==> src/rtl/avalon_st_pkg.sv <==
// Shared types and helpers for the Avalon-ST packet FIFO.
package avalon_st_pkg;

  typedef enum logic [1:0] {IDLE, PKT, DROP} ingress_state_t;

  localparam int DROP_CNT_W = 16;

  function automatic int empty_w(input int symbols);
    return (symbols > 2) ? $clog2(symbols) : 1;
  endfunction

endpackage

==> src/rtl/avalon_st_sdp_ram.sv <==
// Simple dual-port RAM: one write port, one registered read port with enable.
module avalon_st_sdp_ram #(
  parameter int WIDTH = 8,
  parameter int DEPTH = 64,
  localparam int AW = $clog2(DEPTH)
) (
  input  logic             clk,
  input  logic             we,
  input  logic [AW-1:0]    waddr,
  input  logic [WIDTH-1:0] wdata,
  input  logic             re,
  input  logic [AW-1:0]    raddr,
  output logic [WIDTH-1:0] rdata
);

  logic [WIDTH-1:0] mem [DEPTH];

  always_ff @(posedge clk) begin
    if (we) mem[waddr] <= wdata;
    if (re) rdata <= mem[raddr];
  end

endmodule

==> src/rtl/avalon_st_pkt_fifo.sv <==
// Avalon-ST packet FIFO with cut-through or store-and-forward release and
// packet dropping (error, oversize, malformed) in store-and-forward mode.
module avalon_st_pkt_fifo
  import avalon_st_pkg::*;
#(
  parameter int BITS_PER_SYMBOL  = 8,
  parameter int SYMBOLS_PER_BEAT = 4,
  parameter int CHANNEL_W        = 2,
  parameter int ERROR_W          = 1,
  parameter int DEPTH            = 64,
  parameter bit STORE_FWD        = 1'b1,
  parameter bit DROP_ON_ERROR    = 1'b1,
  localparam int DATA_W  = BITS_PER_SYMBOL * SYMBOLS_PER_BEAT,
  localparam int EMPTY_W = empty_w(SYMBOLS_PER_BEAT),
  localparam int PTR_W   = $clog2(DEPTH)
) (
  input  logic                  clk,
  input  logic                  resetn,
  input  logic                  snk_valid,
  output logic                  snk_ready,
  input  logic [DATA_W-1:0]     snk_data,
  input  logic [CHANNEL_W-1:0]  snk_channel,
  input  logic [ERROR_W-1:0]    snk_error,
  input  logic                  snk_startofpacket,
  input  logic                  snk_endofpacket,
  input  logic [EMPTY_W-1:0]    snk_empty,
  output logic                  src_valid,
  input  logic                  src_ready,
  output logic [DATA_W-1:0]     src_data,
  output logic [CHANNEL_W-1:0]  src_channel,
  output logic [ERROR_W-1:0]    src_error,
  output logic                  src_startofpacket,
  output logic                  src_endofpacket,
  output logic [EMPTY_W-1:0]    src_empty,
  output logic [PTR_W:0]        fill_level,
  output logic [DROP_CNT_W-1:0] drop_count
);

  localparam int ENTRY_W = DATA_W + CHANNEL_W + ERROR_W + 2 + EMPTY_W;
  localparam logic [PTR_W:0] DEPTH_P = (PTR_W + 1)'(DEPTH);

  ingress_state_t        state_reg, state_next;
  logic [PTR_W:0]        wr_ptr_reg, wr_ptr_next;
  logic [PTR_W:0]        commit_ptr_reg, commit_ptr_next;
  logic [PTR_W:0]        rd_ptr_reg, wr_base;
  logic [DROP_CNT_W-1:0] drop_count_reg;
  logic                  drop_inc, full, accept, ram_we, ram_re, out_load;
  logic                  ram_valid_reg, out_valid_reg;
  logic [ENTRY_W-1:0]    wr_entry, rd_entry, out_entry_reg;

  assign full      = (wr_ptr_reg - rd_ptr_reg) == DEPTH_P;
  assign snk_ready = resetn && ((state_reg == DROP) || !full);
  assign accept    = snk_valid && snk_ready;
  assign wr_entry  = {snk_data, snk_channel, snk_error,
                      snk_startofpacket, snk_endofpacket, snk_empty};

  always_comb begin
    state_next      = state_reg;
    wr_ptr_next     = wr_ptr_reg;
    commit_ptr_next = commit_ptr_reg;
    drop_inc        = 1'b0;
    ram_we          = 1'b0;
    wr_base         = wr_ptr_reg;
    if (!STORE_FWD) begin
      if (accept) begin
        ram_we          = 1'b1;
        wr_ptr_next     = wr_ptr_reg + 1'b1;
        commit_ptr_next = wr_ptr_reg + 1'b1;
        state_next      = snk_endofpacket ? IDLE : PKT;
      end
    end else if (accept && (snk_startofpacket || state_reg == PKT)) begin
      // An SOP always restarts at the commit point, discarding any open packet.
      wr_base  = snk_startofpacket ? commit_ptr_reg : wr_ptr_reg;
      ram_we   = 1'b1;
      drop_inc = snk_startofpacket && (state_reg == PKT);
      if (!snk_endofpacket) begin
        wr_ptr_next = wr_base + 1'b1;
        state_next  = PKT;
      end else if (DROP_ON_ERROR && (snk_error != '0)) begin
        wr_ptr_next = commit_ptr_reg;
        drop_inc    = 1'b1;
        state_next  = IDLE;
      end else begin
        wr_ptr_next     = wr_base + 1'b1;
        commit_ptr_next = wr_base + 1'b1;
        state_next      = IDLE;
      end
    end else if (accept) begin
      if (state_reg == DROP && snk_endofpacket) state_next = IDLE;
    end else if (state_reg == PKT && full && (commit_ptr_reg == rd_ptr_reg)) begin
      // Open packet fills the whole RAM and nothing else can drain: give up on it.
      wr_ptr_next = commit_ptr_reg;
      drop_inc    = 1'b1;
      state_next  = DROP;
    end
  end

  // Two-stage prefetch: RAM read register, then the held output register.
  assign out_load = ram_valid_reg && (!out_valid_reg || src_ready);
  assign ram_re   = (rd_ptr_reg != commit_ptr_reg) && (!ram_valid_reg || out_load);

  always_ff @(posedge clk) begin
    if (!resetn) begin
      state_reg      <= IDLE;
      wr_ptr_reg     <= '0;
      commit_ptr_reg <= '0;
      rd_ptr_reg     <= '0;
      ram_valid_reg  <= 1'b0;
      out_valid_reg  <= 1'b0;
      drop_count_reg <= '0;
    end else begin
      state_reg      <= state_next;
      wr_ptr_reg     <= wr_ptr_next;
      commit_ptr_reg <= commit_ptr_next;
      if (ram_re) rd_ptr_reg <= rd_ptr_reg + 1'b1;
      if (ram_re) ram_valid_reg <= 1'b1;
      else if (out_load) ram_valid_reg <= 1'b0;
      if (out_load) out_valid_reg <= 1'b1;
      else if (src_ready) out_valid_reg <= 1'b0;
      if (drop_inc && (drop_count_reg != '1)) drop_count_reg <= drop_count_reg + 1'b1;
    end
  end

  always_ff @(posedge clk) begin
    if (out_load) out_entry_reg <= rd_entry;
  end

  avalon_st_sdp_ram #(
    .WIDTH(ENTRY_W),
    .DEPTH(DEPTH)
  ) u_ram (
    .clk  (clk),
    .we   (ram_we),
    .waddr(wr_base[PTR_W-1:0]),
    .wdata(wr_entry),
    .re   (ram_re),
    .raddr(rd_ptr_reg[PTR_W-1:0]),
    .rdata(rd_entry)
  );

  assign src_valid = out_valid_reg;
  assign {src_data, src_channel, src_error,
          src_startofpacket, src_endofpacket, src_empty} = out_entry_reg;
  assign fill_level = wr_ptr_reg - rd_ptr_reg;
  assign drop_count = drop_count_reg;

endmodule

==> config.mk <==
export PLATFORM = sky130hd
export DESIGN_NAME = avalon_st_pkt_fifo
export DESIGN_NICKNAME = d
export VERILOG_FILES = /design/src/rtl/avalon_st_pkg.sv /design/src/rtl/avalon_st_sdp_ram.sv /design/src/rtl/avalon_st_pkt_fifo.sv
export SDC_FILE = /design/constraint.sdc
export NUM_CORES = 2
export LEC_CHECK = 0
export ABC_AREA = 0
export BUFFER_PORTS_ARGS = -buffer_cell sky130_fd_sc_hd__buf_2
export CAP_MARGIN = 15
export CORE_MARGIN = 3
export CORE_UTILIZATION = 41
export DETAILED_ROUTE_END_ITERATION = 6
export PLACE_DENSITY = 0.53
export SYNTH_ARGS = -nofsm -noshare
export SYNTH_HDL_FRONTEND = slang
export SYNTH_SLANG_ARGS = --single-unit
==> constraint.sdc <==
create_clock -name clk -period 9.49 [get_ports clk]
set_input_delay 1.898 -clock clk [delete_from_list [all_inputs] [get_ports clk]]
set_output_delay 1.898 -clock clk [all_outputs]
set_load 0.02 [all_outputs]
-- Yosys cells after proc, flatten, opt, wreduce, memory -nomap -nowiden
Memories as Yosys holds them, arrays and structs flattened. A register that Yosys moved wholly into a read port is not among the register bits.
Index checks and enable logic that the tools add are counted.
- bits in registers: 80
- bits in writable memories: 2496
- output and inout bits: 64
- word-level logic and storage cells: 69
- input port bits: 43
- memories kept: 1
- memories (memory ; words ; bits a word ; read ports ; clocked after memory_dff ; write ports ; line ; text):
    u_ram.mem ; 64 ; 39 ; 1 ; 1 ; 1 ; avalon_st_sdp_ram.sv:16 ; logic [WIDTH-1:0] mem [DEPTH];
- add/sub/neg operators: 4
- equal/unequal tests: 8
- muxes and demuxes: 24
- reductions and logical operators: 24
- operator list (operator ; count):
    two-way mux 7 bit ; 6
    adder 16 x 1 -> 16 bit (second input constant) ; 1
    != test 16 bit (second input constant) ; 1
    adder 7 x 1 -> 7 bit (second input constant) ; 2
    two-way mux 1 bit ; 13
    logical AND 1 bit ; 10
    two-way mux 2 bit ; 4
    equality test 7 bit ; 1
    equality test 7 bit (second input constant) ; 1
    != test 7 bit ; 1
    subtractor 7 bit ; 1
    two-way mux 6 bit ; 1
    AND reduction 2 bit ; 3
    nonzero test 2 bit ; 3
    logical OR 1 bit ; 4
    zero test 1 bit ; 3
    != test 3 x 1 -> 1 bit (second input constant) ; 1
    nonzero test 3 bit ; 1
    equality test 2 x 1 -> 1 bit (second input constant) ; 1
    equality test 2 bit (second input constant) ; 1
    != test 2 x 1 -> 1 bit (second input constant) ; 1

-- Depth between registers and ports, before layout
- depth in word-level cells: 10
- gate-level depth with buffers: 15
- mapped depth without buffers: 12

-- By module
A second synthesis with hierarchy kept.
- cells, all modules: 4443
- area, all modules: 99671.8 um^2
- by module, submodules not included (module ; instances ; sequential area each (um^2) ; cells an instance ; area each (um^2)):
    avalon_st_sdp_ram ; 1 ; 76123.0 ; 4059 ; 95743.1
    avalon_st_pkt_fifo ; 1 ; 1991.9 ; 384 ; 3928.8

-- Worst setup path before layout
Ideal clock, no wire load.
- path kind: register -> register
- start: register rd_ptr_reg[2]
- end: memory u_ram.mem[24][0] (netlist name) (enable)
- buffers on the path: 3
- path slack: 3.635 ns
- data required time: 9.055 ns
- library setup time: 0.435 ns
- arrival time: 5.419 ns
- stages on the path, launching flop included: 14
- clock period less this slack: 5.855 ns
- cell sequence: dfxtp_1 clkbuf_1 clkbuf_1 clkbuf_1 inv_1 ha_1 or2_1 o2111a_1 a311o_1 a2111o_1 o21bai_4 mux2i_2 nand2_1 nor2_1
- longest elaborated chain between the ends: 10
- elaborated cells between the ends (all ways): 11
- those cells by class: 1 x add/sub; 1 x eq/ne; 4 x mux; 5 x reduce/logical
- ends and longest elaborated chain (what ; line ; text):
    start, declared ; avalon_st_pkt_fifo.sv:45 ; logic [PTR_W:0] rd_ptr_reg, wr_base;
    start signal, assigned ; avalon_st_pkt_fifo.sv:115 ; if (ram_re) rd_ptr_reg <= rd_ptr_reg + 1'b1;
    subtractor 7 bit (*) ; - ;
    named net fill_level[5] ; avalon_st_pkt_fifo.sv:35 ; output logic [PTR_W:0] fill_level,
    equality test 7 bit (*) ; avalon_st_pkt_fifo.sv:51 ; assign full = (wr_ptr_reg - rd_ptr_reg) == DEPTH_P;
    zero test 1 bit (*) ; avalon_st_pkt_fifo.sv:52 ; assign snk_ready = resetn && ((state_reg == DROP) || !full);
    logical OR 1 bit (*) ; avalon_st_pkt_fifo.sv:52 ;
    logical AND 1 bit (*) ; avalon_st_pkt_fifo.sv:52 ;
    logical AND 1 bit (*) ; avalon_st_pkt_fifo.sv:53 ; assign accept = snk_valid && snk_ready;
    logical AND 1 bit (*) ; avalon_st_pkt_fifo.sv:71 ; end else if (accept && (snk_startofpacket || state_reg == PKT)) begin
    two-way mux 1 bit ; avalon_st_pkt_fifo.sv:71 ;
    two-way mux 1 bit ; avalon_st_sdp_ram.sv:19 ; if (we) mem[waddr] <= wdata;
    two-way mux 1 bit (implied by the code) ; avalon_st_sdp_ram.sv:19 ;
    end, declared ; avalon_st_sdp_ram.sv:16 ;
Mark *: on every way through the listed nets, which the timed path passes. The rest lies on a longest branch.

-- Worst setup path after layout
- start: register rd_ptr_reg[0]
- end: memory u_ram.mem[26][19] (netlist name) (enable)
- longest elaborated chain between the ends: 10
- elaborated cells between the ends (all ways): 11
- those cells by class: 1 x add/sub; 1 x eq/ne; 4 x mux; 5 x reduce/logical
- ends and longest elaborated chain (what ; line):
    subtractor 7 bit (*) ; avalon_st_pkt_fifo.sv:51
    equality test 7 bit (*) ; avalon_st_pkt_fifo.sv:51
    zero test 1 bit (*) ; avalon_st_pkt_fifo.sv:52
    logical OR 1 bit (*) ; avalon_st_pkt_fifo.sv:52
    logical AND 1 bit (*) ; avalon_st_pkt_fifo.sv:52
    logical AND 1 bit (*) ; avalon_st_pkt_fifo.sv:53
    logical AND 1 bit (*) ; avalon_st_pkt_fifo.sv:71
    two-way mux 1 bit ; avalon_st_pkt_fifo.sv:71
    two-way mux 1 bit ; avalon_st_sdp_ram.sv:19
    two-way mux 1 bit (implied by the code) ; avalon_st_sdp_ram.sv:19
Every way passes the cells marked *; elsewhere a longest branch is shown, timed or not.

==> impl_summary.txt <==
----------------------------------------------------
[Floorplanning]
  Die X ... 499 um
  Height of the die ... approximately 500 um
  Number of top-level pins ... 107
  Number of placement rows ... between 150 and 200
  Overall die area ... 249000 sq um
  Floorplan core area ... 241000 sq um
  Initial standard-cell utilization of the core ... 41.3%

[Layout]
  Count of filler cells inserted in the layout ... 19512
  Flip-flop count of the largest register, all copies and words added ... 2496
  Utilization of the core after routing ... 47.3%
  Layout net count ... 4396
  Layout cells sized above 1 ... 34.0%
  Post-synthesis to final-layout area growth ... 14.4%

[Power and ir drop]
  Static Leakage ... 0.0344 uW
  Worst vdd ir ... 0.000161 V
  Clock share of power ... around 40%
  Fraction of power consumed by sequential logic ... 49.4%
  Switching power of the nets ... 6050 uW
  Cell internal power dissipation ... ~20000 uW
  Sw Share ... a little under a quarter
  Power share of the combinational group ... a little over a tenth
  Power density normalized to cell area ... 232 nW/um^2

[Clock network]
  Post-CTS clock slew at the launch and capture registers of the worst setup and hold paths ... 0.06 ns
  Hold buffers post-CTS ... 0
  CTS tree ... yes
  Master cell of the clock root buffer ... sky130_fd_sc_hd__clkbuf_16
  CTS buffer count ... a little under 300
  Worst-case clock buffer depth ... 4
  Number of H-tree branching levels ... 5
  TritonCTS sink count ... 2615
  Post-CTS Setup Inserts ... 0
  Clock network latency to the later pin of the worst-skew pair ... 0.93 ns
  Post-cts sizing count ... 0

[Worst setup path]
  Kind of capture point of the worst setup path ... flip-flop
  Slowest CP cell ... sky130_fd_sc_hd__nor2_4
  CP arrival ... between 7 and 8 ns
  Stage delay of the slowest cell on the critical path ... ~1.1 ns
  CP Cell Sequence ... ha_1, inv_1, fa_1, a211oi_1, o211ai_1, a21boi_1, a2111o_1, o21bai_4, mux2i_2, nand2_1, nor2_4, buf_4
  Kind of start point of the critical path ... flip-flop
  Peak fanout along the critical path ... 36
  Setup slack of the most critical reg-to-reg path ... 2.93 ns
  Worst Setup Path Type ... reg -> reg
  CP delay by family, top ... compound AO/OA/AOI/OAI gates
  Buf+Inv Stages, Crit Path ... 2
  Required time of the worst setup path ... 10.07 ns

[Timing]
  Fmax ... approximately 0.15 GHz
  Setup skew after layout ... 0.0635 ns
  Clock period minus worst slack ... 6.56 ns
  RSZ-0062 raised after global routing ... no
  Post-route setup TNS ... 0 ns
  Final worst-path cycle share ... 69.1%
  Max-Slew Margin vs Limit ... 23.0%
  Final Hold Vio Count ... 0
  Actual transition at the worst max-transition pin ... 1.15 ns
  Final setup violation count ... 0
  Pins over their slew limit ... 0

[Detailed routing]
  Top routing layer in use ... met4
  # DRC ... 0
  Detailed-route wire length ... 277 mm
  Routed via count divided by cell count ... 5.91
  Antenna-violating nets left ... 0
  Metal-1 WL ... 118 mm
  Detailed-route via count ... 45724
  Wire length per cell after detailed routing ... between 30 and 40 um
  WL met3 ... 19.1 mm
  Number of optimization iterations in the first detailed-route pass ... 7
  Met2 layer wire length in the routed design ... 135 mm
  DRC marker count from the first detailed-route iteration ... 5694

[Global route]
  Initial antenna violation count ... 24
  Number of global-route vias before repair ... 46409
  Gr ovfl total ... 0
  Total Routing Usage GR ... 22.3%
  Maximum number of pins on one net before global-route repair ... 123
  First-pass GRT wire length ... roughly 390 mm

[Yosys]
  Cells taking the most area after synthesis ... sky130_fd_sc_hd__edfxtp_1, sky130_fd_sc_hd__mux4_2, sky130_fd_sc_hd__dfxtp_1, sky130_fd_sc_hd__clkbuf_1, sky130_fd_sc_hd__nor2_1
  Number of nets in the synthesized netlist ... about 4000
  Avg Cell Area, Syn ... 25.0 sq um
  Netlist Area Pre-Place ... 99600 sq um
  Synthesis warning total ... 0
  Commonest cells post-synth ... sky130_fd_sc_hd__edfxtp_1, sky130_fd_sc_hd__mux4_2, sky130_fd_sc_hd__clkbuf_1, sky130_fd_sc_hd__nor2_1, sky130_fd_sc_hd__buf_1
  Number of distinct library cell variants in the gate-level netlist after synthesis ... 60
  Ys async rst share ... 0%
  Cell type contributing the most total cell area after synthesis ... sky130_fd_sc_hd__edfxtp_1
  Most frequent cell after synthesis ... sky130_fd_sc_hd__edfxtp_1
  Number of synthesized flops with an enable pin ... 2574
  Fraction of the yosys area taken by sequential cells ... roughly four fifths
  Area share of the largest cell type after synthesis ... roughly 78%
  Number of instances in the synthesized netlist ... 3989
  Leading register cell type out of synthesis ... sky130_fd_sc_hd__edfxtp_1
  Total of flip-flops plus latches after synthesis ... 2615

[Placement]
  Total of buffers placed on input and output ports ... roughly 110
  Detailed placer's ending HPWL ... roughly 160 mm
  Global placement routability congestion ... between 0.8 and 0.9

[Hold path]
  Min-Delay Path Class ... reg -> reg

[Run]
  Max Cap Viol ... 0

[Outcome]
  Result of the run ... finished, final reports clean

----------------------------------------------------
-- power groups by stage --
| stage | sequential (uW) | clock, uW | combinational, uW |
|---|---|---|---|
| 6_report | 13000 | 10500 | 2800 |
| 5_1_grt | 13000 | 11200 | 2960 |
| 4_1_cts | 13000 | 10800 | 2870 |
| 3_5_place_dp | 13300 | 0 | 2870 |
| 3_3_place_gp | 13300 | 0 | 2860 |
| 2_1_floorplan | 13200 | 0 | 1820 |
-- routing by layer --
metal	global-route usage [%]	vias up
met5	0	-
met4	5.15	0
met3	3.88	318
met2	35.9	1821
met1	32.1	25521
li1	-	18064
-- metrics by stage --
stage | hold slack, ns | instance area, sq um | total power (uW) | instances | setup WS, ns
finish | 0.419 | 114000 | 26400 | 7735 | 2.93
global route | 0.427 | 114000 | 27200 | 7729 | 2.56
CTS | 0.415 | 114000 | 26700 | 7719 | 2.81
detailed placement | 0.405 | 105000 | 16100 | 7230 | 2.84
global placement | 0.405 | 105000 | 16100 | 7228 | 2.83
floorplan | 0.400 | 99600 | 15000 | 3989 | 3.64
-- cell type report --
class | instances | area (sq um) | area share (%)
Antenna cell | 10 | 25.0 | 0.0220
Clock buffer | 355 | 7610 | 6.68
Clock inverter | 134 | 1120 | 0.986
Inverter | 17 | 73.8 | 0.0648
Multi-Input combinational cell | 1157 | 21100 | 18.5
Sequential cell | 2615 | 78100 | 68.6
Tap cell | 3185 | 3990 | 3.50
Timing Repair Buffer | 262 | 1860 | 1.63
-- cells by family after synthesis --
kind of cell               count (synthesis)  share of synthesized area [%]
and+or+nand+nor                          212                          0.986
buffers and inverters                    217                          0.862
adders and majority gates                 10                          0.133
xor gates and xnor gates                  33                          0.290
AOI/OAI and AO/OA                         58                          0.481
DFF                                     2615                           78.5
muxes                                    844                           18.8
-- cells in the final DEF, fill, tap and decap left out, types with 12 or more instances in the layout --
cell type / instances
sky130_fd_sc_hd__edfxtp_1: 2574
sky130_fd_sc_hd__mux4_2: 819
sky130_fd_sc_hd__clkbuf_16: 295
sky130_fd_sc_hd__buf_4: 145
sky130_fd_sc_hd__buf_2: 106
sky130_fd_sc_hd__nor2_4: 64
sky130_fd_sc_hd__clkbuf_1: 60
sky130_fd_sc_hd__clkinv_1: 60
sky130_fd_sc_hd__nor2_1: 57
sky130_fd_sc_hd__clkinv_2: 37
sky130_fd_sc_hd__dfxtp_1: 37
sky130_fd_sc_hd__xnor2_1: 26
sky130_fd_sc_hd__nand2_1: 21
sky130_fd_sc_hd__mux2i_1: 18
sky130_fd_sc_hd__bufinv_16: 18
sky130_fd_sc_hd__inv_1: 15
sky130_fd_sc_hd__a21oi_1: 12
sky130_fd_sc_hd__nand3_1: 12
-- final timing paths --
check | endpoint | startpoint | cells after the start
worst max-delay path | u_ram.mem[26][19] | rd_ptr_reg[0] | 12
worst min-delay path | out_entry_reg[3] | u_ram.rdata[3] | 0
worst max register to register | u_ram.mem[26][19] | rd_ptr_reg[0] | 12
worst min register to register | out_entry_reg[3] | u_ram.rdata[3] | 0
Power figures use the tool's default switching activity.
